File: config.mk
export PLATFORM = sky130hd
export DESIGN_NAME = seg_scan_rx
export DESIGN_NICKNAME = d
export VERILOG_FILES = /design/src/rtl/seg_pkg.sv /design/src/rtl/seg_decode.sv /design/src/rtl/seg_scan_rx.sv
export SDC_FILE = /design/constraint.sdc
export NUM_CORES = 1
export LEC_CHECK = 0
export CORE_UTILIZATION = 43
export DETAILED_ROUTE_END_ITERATION = 6
export GPL_ROUTABILITY_DRIVEN = 0
export SLEW_MARGIN = 20
export SYNTH_ARGS = -nofsm -noshare
export SYNTH_HDL_FRONTEND = slang
export SYNTH_SLANG_ARGS = --single-unit
File: constraint.sdc
create_clock -name clk -period 4 [get_ports clk]
set_input_delay 0.8 -clock clk [delete_from_list [all_inputs] [get_ports clk]]
set_output_delay 0.8 -clock clk [all_outputs]
set_load 0.02 [all_outputs]
File: src/rtl/seg_pkg.sv
// Shared constants for the multiplexed seven-segment scan receiver:
// active-low segment codes, decode result codes and the scan FSM states.
package seg_pkg;

  localparam int NUM_DIGITS = 4;

  // {g,f,e,d,c,b,a}, a segment is lit when its bit is 0
  localparam logic [6:0] SEG_0     = 7'b1000000;
  localparam logic [6:0] SEG_1     = 7'b1111001;
  localparam logic [6:0] SEG_2     = 7'b0100100;
  localparam logic [6:0] SEG_3     = 7'b0110000;
  localparam logic [6:0] SEG_4     = 7'b0011001;
  localparam logic [6:0] SEG_5     = 7'b0010010;
  localparam logic [6:0] SEG_6     = 7'b0000010;
  localparam logic [6:0] SEG_7     = 7'b1111000;
  localparam logic [6:0] SEG_8     = 7'b0000000;
  localparam logic [6:0] SEG_9     = 7'b0010000;
  localparam logic [6:0] SEG_BLANK = 7'b1111111;

  localparam logic [3:0] CODE_BLANK = 4'hE;
  localparam logic [3:0] CODE_ERR   = 4'hF;

  typedef enum logic {
    TRACK  = 1'b0,
    LOCKED = 1'b1
  } state_t;

endpackage

File: src/rtl/seg_decode.sv
// Combinational active-low seven-segment pattern to hex digit decoder.
module seg_decode
  import seg_pkg::*;
(
  input  logic [6:0] seg,
  output logic       err,
  output logic [3:0] value
);

  always_comb begin
    err   = 1'b0;
    value = CODE_ERR;
    case (seg)
      SEG_0:     value = 4'h0;
      SEG_1:     value = 4'h1;
      SEG_2:     value = 4'h2;
      SEG_3:     value = 4'h3;
      SEG_4:     value = 4'h4;
      SEG_5:     value = 4'h5;
      SEG_6:     value = 4'h6;
      SEG_7:     value = 4'h7;
      SEG_8:     value = 4'h8;
      SEG_9:     value = 4'h9;
      SEG_BLANK: value = CODE_BLANK;
      default: begin
        value = CODE_ERR;
        err   = 1'b1;
      end
    endcase
  end

endmodule

File: src/rtl/seg_scan_rx.sv
// Recovers the 4-digit value shown by an external multiplexed 7-seg driver.
// Optional watchdog enabled by defining SEG_SCAN_RX_TIMEOUT_EN.
module seg_scan_rx
  import seg_pkg::*;
#(
  parameter int STABLE_CYCLES  = 4,
  parameter int TIMEOUT_CYCLES = 1_000_000
) (
  input  logic        clk,
  input  logic        rst,
  input  logic [6:0]  seg_in,
  input  logic [3:0]  an_in,
  output logic [15:0] digits,
  output logic [3:0]  digit_err,
  output logic        frame_valid,
  output logic        timeout
);

  if (STABLE_CYCLES < 2 || STABLE_CYCLES > 255) begin : g_bad_stable
    $error("seg_scan_rx: STABLE_CYCLES out of range");
  end
  if (TIMEOUT_CYCLES < 1) begin : g_bad_timeout
    $error("seg_scan_rx: TIMEOUT_CYCLES must be positive");
  end

  logic [6:0]  seg_s1, seg_s2;
  logic [3:0]  an_s1, an_s2;
  logic [10:0] prev;
  logic        changed;
  logic [7:0]  cnt, cnt_nx;
  state_t      st, st_nx;
  logic        accept, an_ok, wr, publish, wd_expire;
  logic        dec_err;
  logic [3:0]  dec_val;
  logic [NUM_DIGITS-1:0]      seen, slot_err;
  logic [NUM_DIGITS-1:0][3:0] slot_val;

  always_ff @(posedge clk) begin
    if (rst) begin
      seg_s1 <= '1;
      seg_s2 <= '1;
      an_s1  <= '1;
      an_s2  <= '1;
      prev   <= '1;
      st     <= TRACK;
      cnt    <= '0;
    end else begin
      seg_s1 <= seg_in;
      seg_s2 <= seg_s1;
      an_s1  <= an_in;
      an_s2  <= an_s1;
      prev   <= {an_s2, seg_s2};
      st     <= st_nx;
      cnt    <= cnt_nx;
    end
  end

  assign changed = ({an_s2, seg_s2} != prev);

  // The accept fires on the cycle the run length reaches STABLE_CYCLES.
  always_comb begin
    st_nx  = st;
    cnt_nx = cnt;
    accept = 1'b0;
    if (changed) begin
      st_nx  = TRACK;
      cnt_nx = 8'd1;
    end else if (st == TRACK) begin
      cnt_nx = cnt + 8'd1;
      if (cnt == 8'(STABLE_CYCLES - 1)) begin
        accept = 1'b1;
        st_nx  = LOCKED;
      end
    end
  end

  seg_decode u_dec (
    .seg   (seg_s2),
    .err   (dec_err),
    .value (dec_val)
  );

  assign an_ok   = $onehot(~an_s2);
  assign wr      = accept && an_ok;
  assign publish = &seen;

  always_ff @(posedge clk) begin
    if (rst) begin
      slot_val <= '0;
      slot_err <= '0;
    end else if (wr) begin
      for (int i = 0; i < NUM_DIGITS; i++) begin
        if (!an_s2[i]) begin
          slot_val[i] <= dec_val;
          slot_err[i] <= dec_err;
        end
      end
    end
  end

  // Clear happens first so an accept in the publish cycle opens the next frame.
  always_ff @(posedge clk) begin
    if (rst) begin
      seen        <= '0;
      digits      <= '0;
      digit_err   <= '0;
      frame_valid <= 1'b0;
    end else begin
      seen        <= ((publish || wd_expire) ? '0 : seen) | (wr ? ~an_s2 : '0);
      frame_valid <= publish;
      if (publish) begin
        digits    <= slot_val;
        digit_err <= slot_err;
      end
    end
  end

`ifdef SEG_SCAN_RX_TIMEOUT_EN
  logic [31:0] wd;

  assign wd_expire = (wd == 32'(TIMEOUT_CYCLES - 1));

  always_ff @(posedge clk) begin
    if (rst) begin
      wd      <= '0;
      timeout <= 1'b0;
    end else begin
      timeout <= wd_expire;
      if (wr || wd_expire) wd <= '0;
      else                 wd <= wd + 32'd1;
    end
  end
`else
  assign wd_expire = 1'b0;
  assign timeout   = 1'b0;
`endif

endmodule

### Yosys cells after proc, flatten, opt, wreduce, memory -nomap -nowiden

Cells that the tools add are included.

| word-level totals | value |
|---|---|
| register bits after elaboration | 87 |
| bits in latches | 0 |
| memory bits (writable) | 0 |
| bits in read-only memories | 0 |
| input bits | 13 |
| memories | 0 |

| cells by class | value |
|---|---|
| add/subtract/negate cells | 4 |
| multipliers | 0 |
| divide/modulo/power cells | 0 |
| order comparisons | 0 |
| equal/unequal tests | 14 |
| shift-type cells | 0 |
| muxes and demuxes | 10 |
| bitwise operators | 6 |
| reductions and logical operators | 9 |

Operator list:

| cell | count |
|---|---|
| case mux 4 bit (11 select lines) | 1 |
| equality test 7 bit (second input constant) | 4 |
| equality test 7 x 5 -> 1 bit (second input constant) | 3 |
| equality test 7 x 6 -> 1 bit (second input constant) | 2 |
| != test 11 bit | 1 |
| OR reduction 11 bit | 1 |
| adder 8 x 1 -> 8 bit (second input constant) | 1 |
| equality test 8 x 2 -> 1 bit (second input constant) | 1 |
| 2-to-1 mux 4 bit | 2 |
| AND reduction 2 bit | 4 |
| equality test 7 x 2 -> 1 bit (second input constant) | 1 |
| logical NOT 7 bit | 1 |
| 2-to-1 mux 1 bit | 7 |
| adder 1 x 1 -> 2 bit | 2 |
| inverter 1 bit | 4 |
| inverter 4 bit | 1 |
| bitwise OR 4 bit | 1 |
| AND reduction 4 bit | 1 |
| adder 2 x 2 -> 3 bit | 1 |
| equality test 3 x 1 -> 1 bit (second input constant) | 1 |
| != test 2 bit (second input constant) | 1 |
| OR reduction 2 bit | 1 |
| logical AND 1 bit | 1 |

### Depth between registers and ports, before layout

Gate-level depths: netlist of run 1.

| depth | value |
|---|---|
| word-level depth | 7 |
| depth in mapped cells | 10 |
| depth with buffers taken out | 9 |

### By module

From an unflattened synthesis of run 1, not the netlist that was laid out.

| unflattened totals | value |
|---|---|
| cell total of the unflattened synthesis | 347 |
| area total of the unflattened synthesis | 3532.1 µm² |

Modules (own cells, without submodules):

| module | times used | cells each | area each (µm²) | seq. area each (µm²) |
|---|---|---|---|---|
| seg_scan_rx | 1 | 311 | 3269.4 | 1741.7 |
| seg_decode | 1 | 36 | 262.8 | 0.0 |

### Worst setup path before layout of run 1

No wires, ideal clock.

| timing | value |
|---|---|
| kind | register -> register |
| from | register an_s2[0] |
| to | register slot_val[14] (netlist bit) |
| library setup time | 0.128 ns |
| data arrival time | 2.652 ns |
| setup slack | 1.221 ns |
| cell stages (with the launch flop) | 11 |
| path buffers | 1 |
| period minus slack after synthesis | 2.779 ns |
| path through | dfxtp_1 -> fa_1 -> inv_1 -> ha_1 -> ha_1 -> or4b_1 -> nor4_2 -> and4_1 -> buf_6 -> mux2i_1 -> nor2_1 |

| between the ends | value |
|---|---|
| word-level cells in the longest chain between the ends | 6 |
| elaborated cells between the ends (all ways) | 8 |

RTL lines:

| item | RTL line | source |
|---|---|---|
| start: declaration | seg_scan_rx.sv:27 | `logic [3:0] an_s1, an_s2;` |
| start signal: assignment | seg_scan_rx.sv:51 | `an_s2 <= an_s1;` |
| inverter 4 bit | seg_scan_rx.sv:83 | `assign an_ok = $onehot(~an_s2);` |
| adder 1 x 1 -> 2 bit (not written as such) | seg_scan_rx.sv:83 |  |
| adder 2 x 2 -> 3 bit (not written as such) | seg_scan_rx.sv:83 |  |
| equality test 3 x 1 -> 1 bit | seg_scan_rx.sv:83 |  |
| logical AND 1 bit * | seg_scan_rx.sv:84 | `assign wr = accept && an_ok;` |
| AND reduction 2 bit (no line) * | -- |  |
| end signal: indexed assignment | seg_scan_rx.sv:94 | `slot_val[i] <= dec_val;` |
| end: declaration | seg_scan_rx.sv:36 | `logic [NUM_DIGITS-1:0][3:0] slot_val;` |

Every way passes the cells marked *; elsewhere a longest branch is shown, timed or not.
A chain may end at the register's enable or synchronous reset.

### Worst setup path after layout of run 1

Same ends and word-level chain as after synthesis.

==> impl_metrics.yaml, run 1 <==
status:
  status: "finished clean"
final_layout:
  diodes: 0
  drive_above_1_share: 0.163
  layout.nets: 405
  syn_to_final_growth_pct: 15.7
  fin_cells: 495
  fill_cells: 751
  finalInstanceArea_um2: 3970
  final_util: 0.514
power:
  total_power_mw: 1.61
  max-vdd-ir-drop_mv: 0.191
  p_clk_frac: 0.390
  pwr-share-comb: 0.053
  p_per_area_nw_per_um2: 404
  internal-power_mw: 1.21
  swShare: 0.244
  p_leak_nw: 1.39
  power_frac_seq: 0.557
  switchingPower_mw: 0.391
die:
  die_w_um: 91.4
  rows: 32
  start_util: 0.444
  die-area_um2: 8350
  io_pins: 35
  core-area_um2: 7730
  die_h_um: 91.4
global_route:
  gr-usage-all-layers: 0.161
  grt_pass1_wl_um: 10600
  antenna_found_initial: 0
  first_global_vias: 2269
  grt_max_degree: 50
  gr-total-overflow: 0
synth:
  ys.flop_type: "dfxtp_1"
  synth.avg_cell_area_um2: 9.30
  syn_nets: 386
  yosysUniqueCellTypes: 48
  synthCells: 369
  synth_edf_count: 0
  yosys_warnings: 0
  syn-cell-area_um2: 3430
  yosysSeqAreaShare: 0.507
  ys_async_sr_fraction: 0
  ys_ff_latch: 87
flow_run:
  max_cap_viol_count: 0
timing:
  rsz0062_at_grt: "no"
  maxSlewViolCount: 0
  layout_setup_ws_ns: 1.02
  period_minus_slack_ns: 2.98
  worstMarginPinSlew_ns: 0.976
  max_freq_mhz: 336
  fin_hold_ws_ns: 0.414
  tns_ns: 0
  max-slew-margin-rel: 0.348
  hold_viol: 0
  fin_skew_ns: 0.0153
  fin_crit_sh: 0.745
  finalSetupViolCount: 0
routing:
  ant_nets: 0
  drc_errors: 0
  first_iter_violations: 85
  dr.pass1.iters: 4
  drt-total-wl_um: 6110
  route.vias.total: 2446
  via_per_inst: 4.94
  post_drt_wl_per_cell_um: 12.3
critical_path:
  cpPeakStageDelay_ns: 0.62
  worst-path-buf-inv: 1
  path_cells: "fa_1 -> inv_1 -> ha_1 -> ha_1 -> or4b_1 -> nor4_2 -> and4_1 -> mux2i_1 -> nor2_1"
  slowest_stage: "or4b_1"
  crit_family: "simple AND/OR/NAND/NOR gates"
  worstPathRequired_ns: 4.25
  critPathKind: "reg -> reg"
  worst_path_most_repeated_cell: "ha_1"
  cp-start-kind: "flip-flop"
  cp_max_fo: 6
  critPathArrivalTime_ns: 3.23
  end_kind: "flip-flop"
placement:
  dpl_cell_area_um2: 3770
  dp_hpwl_um: 4130
  dpl.cell_count: 479
  portBuffers: 33
  pre_cts_ws_ns: 1.01
clock_tree:
  clk_path_buf_depth: 2
  cts.sinks: 87
  cts-root-buf: "clkbuf_8"
  hold_buffers: 0
  path_clk_slew_ns: 0.09
  htree_levels: 3
  cts_inserted_buffers: 9
  clk_latency_ns: 0.37
  ctsResizeCount: 0
  post-cts-setup-buffers: 0
  cts_tree: "done"
min_path:
  worstHoldPathType: "reg -> reg"
layout by cell type, fill, tap and decap left out, types with 2 or more instances in the layout:
cell,n
nand4_1,5
mux2i_1,6
ha_1,3
inv_6,2
clkbuf_8,9
a21oi_1,38
o21ai_1,6
clkdlybuf4s50_1,32
nand3b_1,5
inv_1,4
nor3_1,5
nor2b_1,3
or3_1,2
nor4_2,6
nand3_1,8
a21oi_2,2
and3_1,2
nor2_1,17
clkinv_4,3
nor3_2,2
o21ai_0,3
xnor2_1,4
xor2_1,15
or2_2,33
and4_1,6
nand2_1,53
dfxtp_1,87
o21bai_1,8
layout make-up:
cell class | instances | area (µm²) | area share
Clock inverter | 7 | 81.3 | 0.0205
Multi-Input combinational cell | 252 | 1550 | 0.390
Timing Repair Buffer | 34 | 333 | 0.0838
Sequential cell | 87 | 1740 | 0.438
Clock buffer | 9 | 124 | 0.0312
Tap cell | 102 | 128 | 0.0321
Inverter | 4 | 15.0 | 0.00378
final timing paths:
| check | from | cells after the start | slack [ns] | endpoint |
|---|---|---|---|---|
| setup / recovery | an_s2[0] | 9 | 1.02 | slot_val[14] |
| hold / removal | an_s1[3] | 1 | 0.41 | an_s2[3] |
| setup reg to reg | an_s2[0] | 9 | 1.02 | slot_val[14] |
| hold reg to reg | an_s1[3] | 1 | 0.41 | an_s2[3] |
power by group through the flow:
stage	Clock (mW)	Sequential (mW)	Combinational [mW]
global placement	0	0.915	0.0852
CTS	0.646	0.895	0.0865
floorplan	0	0.907	0.0695
finish	0.625	0.895	0.0851
detailed placement	0	0.916	0.0864
global route	0.681	0.898	0.0955
sequential cells by signal (all words and copies together), names as in the netlist:
signal and flops:
seg_s1 7, digits 16, slot_err 4, slot_val 16
an_s2 4, seen 4, frame_valid 1, prev 11
st 1, cnt 8, seg_s2 7, digit_err 4
an_s1 4
layer usage:
metal	vias to the layer above	global-route usage	part of all wire	wire [µm]
met1	1114	0.200	0.48	2960
met5	-	0	0	0
met3	10	0.0276	0.025	153
li1	1286	-	-	-
met4	0	0.0873	0.021	126
met2	36	0.265	0.47	2870
cells by family after synthesis:
| group | synth area share |
|---|---|
| and+or+nand+nor | 0.260 |
| muxes | 0.0175 |
| AOI/OAI and AO/OA | 0.108 |
| buffers and inverters | 0.0412 |
| xor gates and xnor gates | 0.0485 |
| other | 0.00109 |
| DFF | 0.507 |
| adders and majority gates | 0.0168 |
cells in the mapped netlist (all sizes together), types with 2 or more instances:
library cell,count,share of area
xnor2,4,0.010
a21oi,40,0.060
o21ai,9,0.013
dfxtp,87,0.51
or3,3,0.0069
xor2,15,0.038
o21bai,8,0.017
buf,8,0.017
and4,6,0.015
or4b,2,0.0069
nand2,53,0.058
nand4,5,0.0091
and3,2,0.0036
or2,34,0.062
nor2,17,0.019
clkbuf,18,0.020
nand3b,5,0.011
nor4,7,0.024
mux2i,6,0.017
nand3,9,0.015
inv,4,0.0044
nor3,7,0.013
ha,3,0.011
nor2b,3,0.0055
worst register-to-register path, cell delays in order, from the launching register on:
cell	delay, ns
dfxtp_1	0.37
fa_1	0.54
inv_1	0.04
ha_1	0.17
ha_1	0.26
or4b_1	0.62
nor4_2	0.22
and4_1	0.38
mux2i_1	0.21
nor2_1	0.05
Note: power is estimated with default switching activity, not from simulation.
==> inputs of run 2 (changes only) <==
Settings changed: PLACE_DENSITY set to 0.66.
Clock period 4 ns to 2.45 ns, I/O delays scaled along.
==> run 2 against run 1 <==
  * Worst setup slack got worse by 1.2 ns
  * The run now ends with negative setup slack left
  * Non-clock buffer count up 20
  * Critical path depth up 1
  * Cell count up 4.0%
==> impl_metrics.yaml, run 2 (synthesis gave the netlist of run 1 again) <==
global_route:
  first_global_vias: 2308
  gr-total-overflow: 0
  grt_pass1_wl_um: 10700
  antenna_found_initial: 0
  gr-usage-all-layers: 0.159
  grt_max_degree: 21
timing:
  hold_viol: 0
  fin_skew_ns: 0.00718
  fin_crit_sh: 1.09
  layout_setup_ws_ns: -0.217
  rsz0062_at_grt: "yes"
  fin_hold_ws_ns: 0.411
  maxSlewViolCount: 0
  max_freq_mhz: 375
  tns_ns: -4.11
  worstMarginPinSlew_ns: 0.664
  finalSetupViolCount: 24
  period_minus_slack_ns: 2.67
  max-slew-margin-rel: 0.550
final_layout:
  seq_area_um2: 1740
  diodes: 0
  multiInputGateArea_um2: 1640
  fill_cells: 681
  layout.nets: 425
  most-common-layout-cells: "dfxtp_1, nand2_1, a21oi_1"
  largestRegisters: "digits: 16 flops, slot_val: 16 flops, prev: 11 flops"
  fin_cells: 515
  syn_to_final_growth_pct: 25.5
  mostFrequentLayoutCell: "dfxtp_1"
  drive_above_1_share: 0.240
critical_path:
  worstPathRequired_ns: 2.74
  reg2reg_from: "an_s2[0]"
  cp-startpoint: "an_s2[0]"
  critPathCapture: "slot_err[0]"
  r2r-end: "slot_err[0]"
  rrSetupSlack_ns: -0.22
  critPathArrivalTime_ns: 2.95
  end_kind: "flip-flop"
  critPathKind: "reg -> reg"
  cp-start-kind: "flip-flop"
  r2r_cells: 10
  cp_max_fo: 4
die:
  start_util: 0.444
  die-area_um2: 8350
  die_w_um: 91.4
  io_pins: 35
  core-area_um2: 7730
  rows: 32
  die_h_um: 91.4
clock_tree:
  path_clk_slew_ns: 0.08
  clk_path_buf_depth: 2
  hold_buffers: 0
  cts_tree: "done"
  clk_latency_ns: 0.34
  cts.sinks: 87
  cts-root-buf: "clkbuf_8"
  cts_inserted_buffers: 9
  htree_levels: 3
power:
  p_per_area_nw_per_um2: 685
  max-vdd-ir-drop_mv: 0.409
  total_power_mw: 2.95
  p_leak_nw: 1.53
status:
  status: "complete, but fails checks"
  violations: "negative setup slack"
min_path:
  hp-start: "an_s1[1]"
  worstHoldPathType: "reg -> reg"
routing:
  via_per_inst: 4.99
  dr.pass1.iters: 4
  route.vias.total: 2571
  drc_errors: 0
  drt-total-wl_um: 6140
  post_drt_wl_per_cell_um: 11.9
  ant_nets: 0
  first_iter_violations: 89
placement:
  portBuffers: 33
  pre_cts_ws_ns: -0.276
  dp_hpwl_um: 4310
  dpl.cell_count: 497
flow_run:
  max_cap_viol_count: 0
run 2: cell count changes in the layout (fill, tap and decap cells not counted), moves of 4 or more:
cell	delta
nor4_4	+4
and4_1	-4
buf_4	+15
a21oi_1	-4
nor4_2	-4
buf_6	+5
and4_4	+4
a21oi_2	+4
run 2: area by class of cell:
cell class	count	share of cell area
inverters	4	0.00348
multi-input cells	252	0.381
clock inverters	5	0.0296
clock buffers	11	0.0351
repair buffers	54	0.116
well taps	102	0.0296
flip-flops and latches	87	0.404
run 2: worst min-delay path by stage:
| stage | slack [ns] | cells after the start | endpoint |
|---|---|---|---|
| after floorplan | 0.39 | 1 | an_s2[0] |
| after global placement | 0.39 | 1 | seg_s2[5] |
| after detailed placement | 0.39 | 1 | an_s2[3] |
| after CTS | 0.41 | 1 | an_s2[3] |
| after global routing | 0.42 | 1 | seg_s2[5] |
| final | 0.41 | 1 | an_s2[1] |
run 2: repair_timing:
| item | in CTS | in global routing |
|---|---|---|
| endpoints found under the setup margin | 24 | 24 |
| pin swaps | 14 | 8 |
| buffers inserted | 0 | 2 |
| hold endpoints to repair | 0 | 0 |
| gates resized for setup | 15 | 3 |
run 2: power by group:
group          total [mW]  internal [mW]  switching, mW
Clock                1.32          0.836          0.484
Combinational       0.173         0.0803         0.0930
Sequential           1.46           1.44         0.0214
run 2: layer usage:
metal	vias up	part of all wire	track usage
met5	-	0	0
met4	0	0.0065	0.0437
met3	7	0.035	0.0452
met2	59	0.48	0.259
met1	1177	0.47	0.205
li1	1328	-	-
run 2: through the flow:
stage	utilization	instance area, µm²
2_1_floorplan	-	3480
3_3_place_gp	0.510	3940
3_5_place_dp	0.510	3940
4_1_cts	0.554	4280
5_1_grt	0.558	4310
6_report	0.558	4310
run 2: worst max-delay path, stage by stage, from the launching register on:
cell and delay, ns:
dfxtp_2 0.34, fa_1 0.53, inv_1 0.04, ha_2 0.17, ha_4 0.20, or4b_4 0.56
nor4_4 0.19, and4_4 0.28, buf_4 0.11, nand3_2 0.06, a21oi_2 0.14
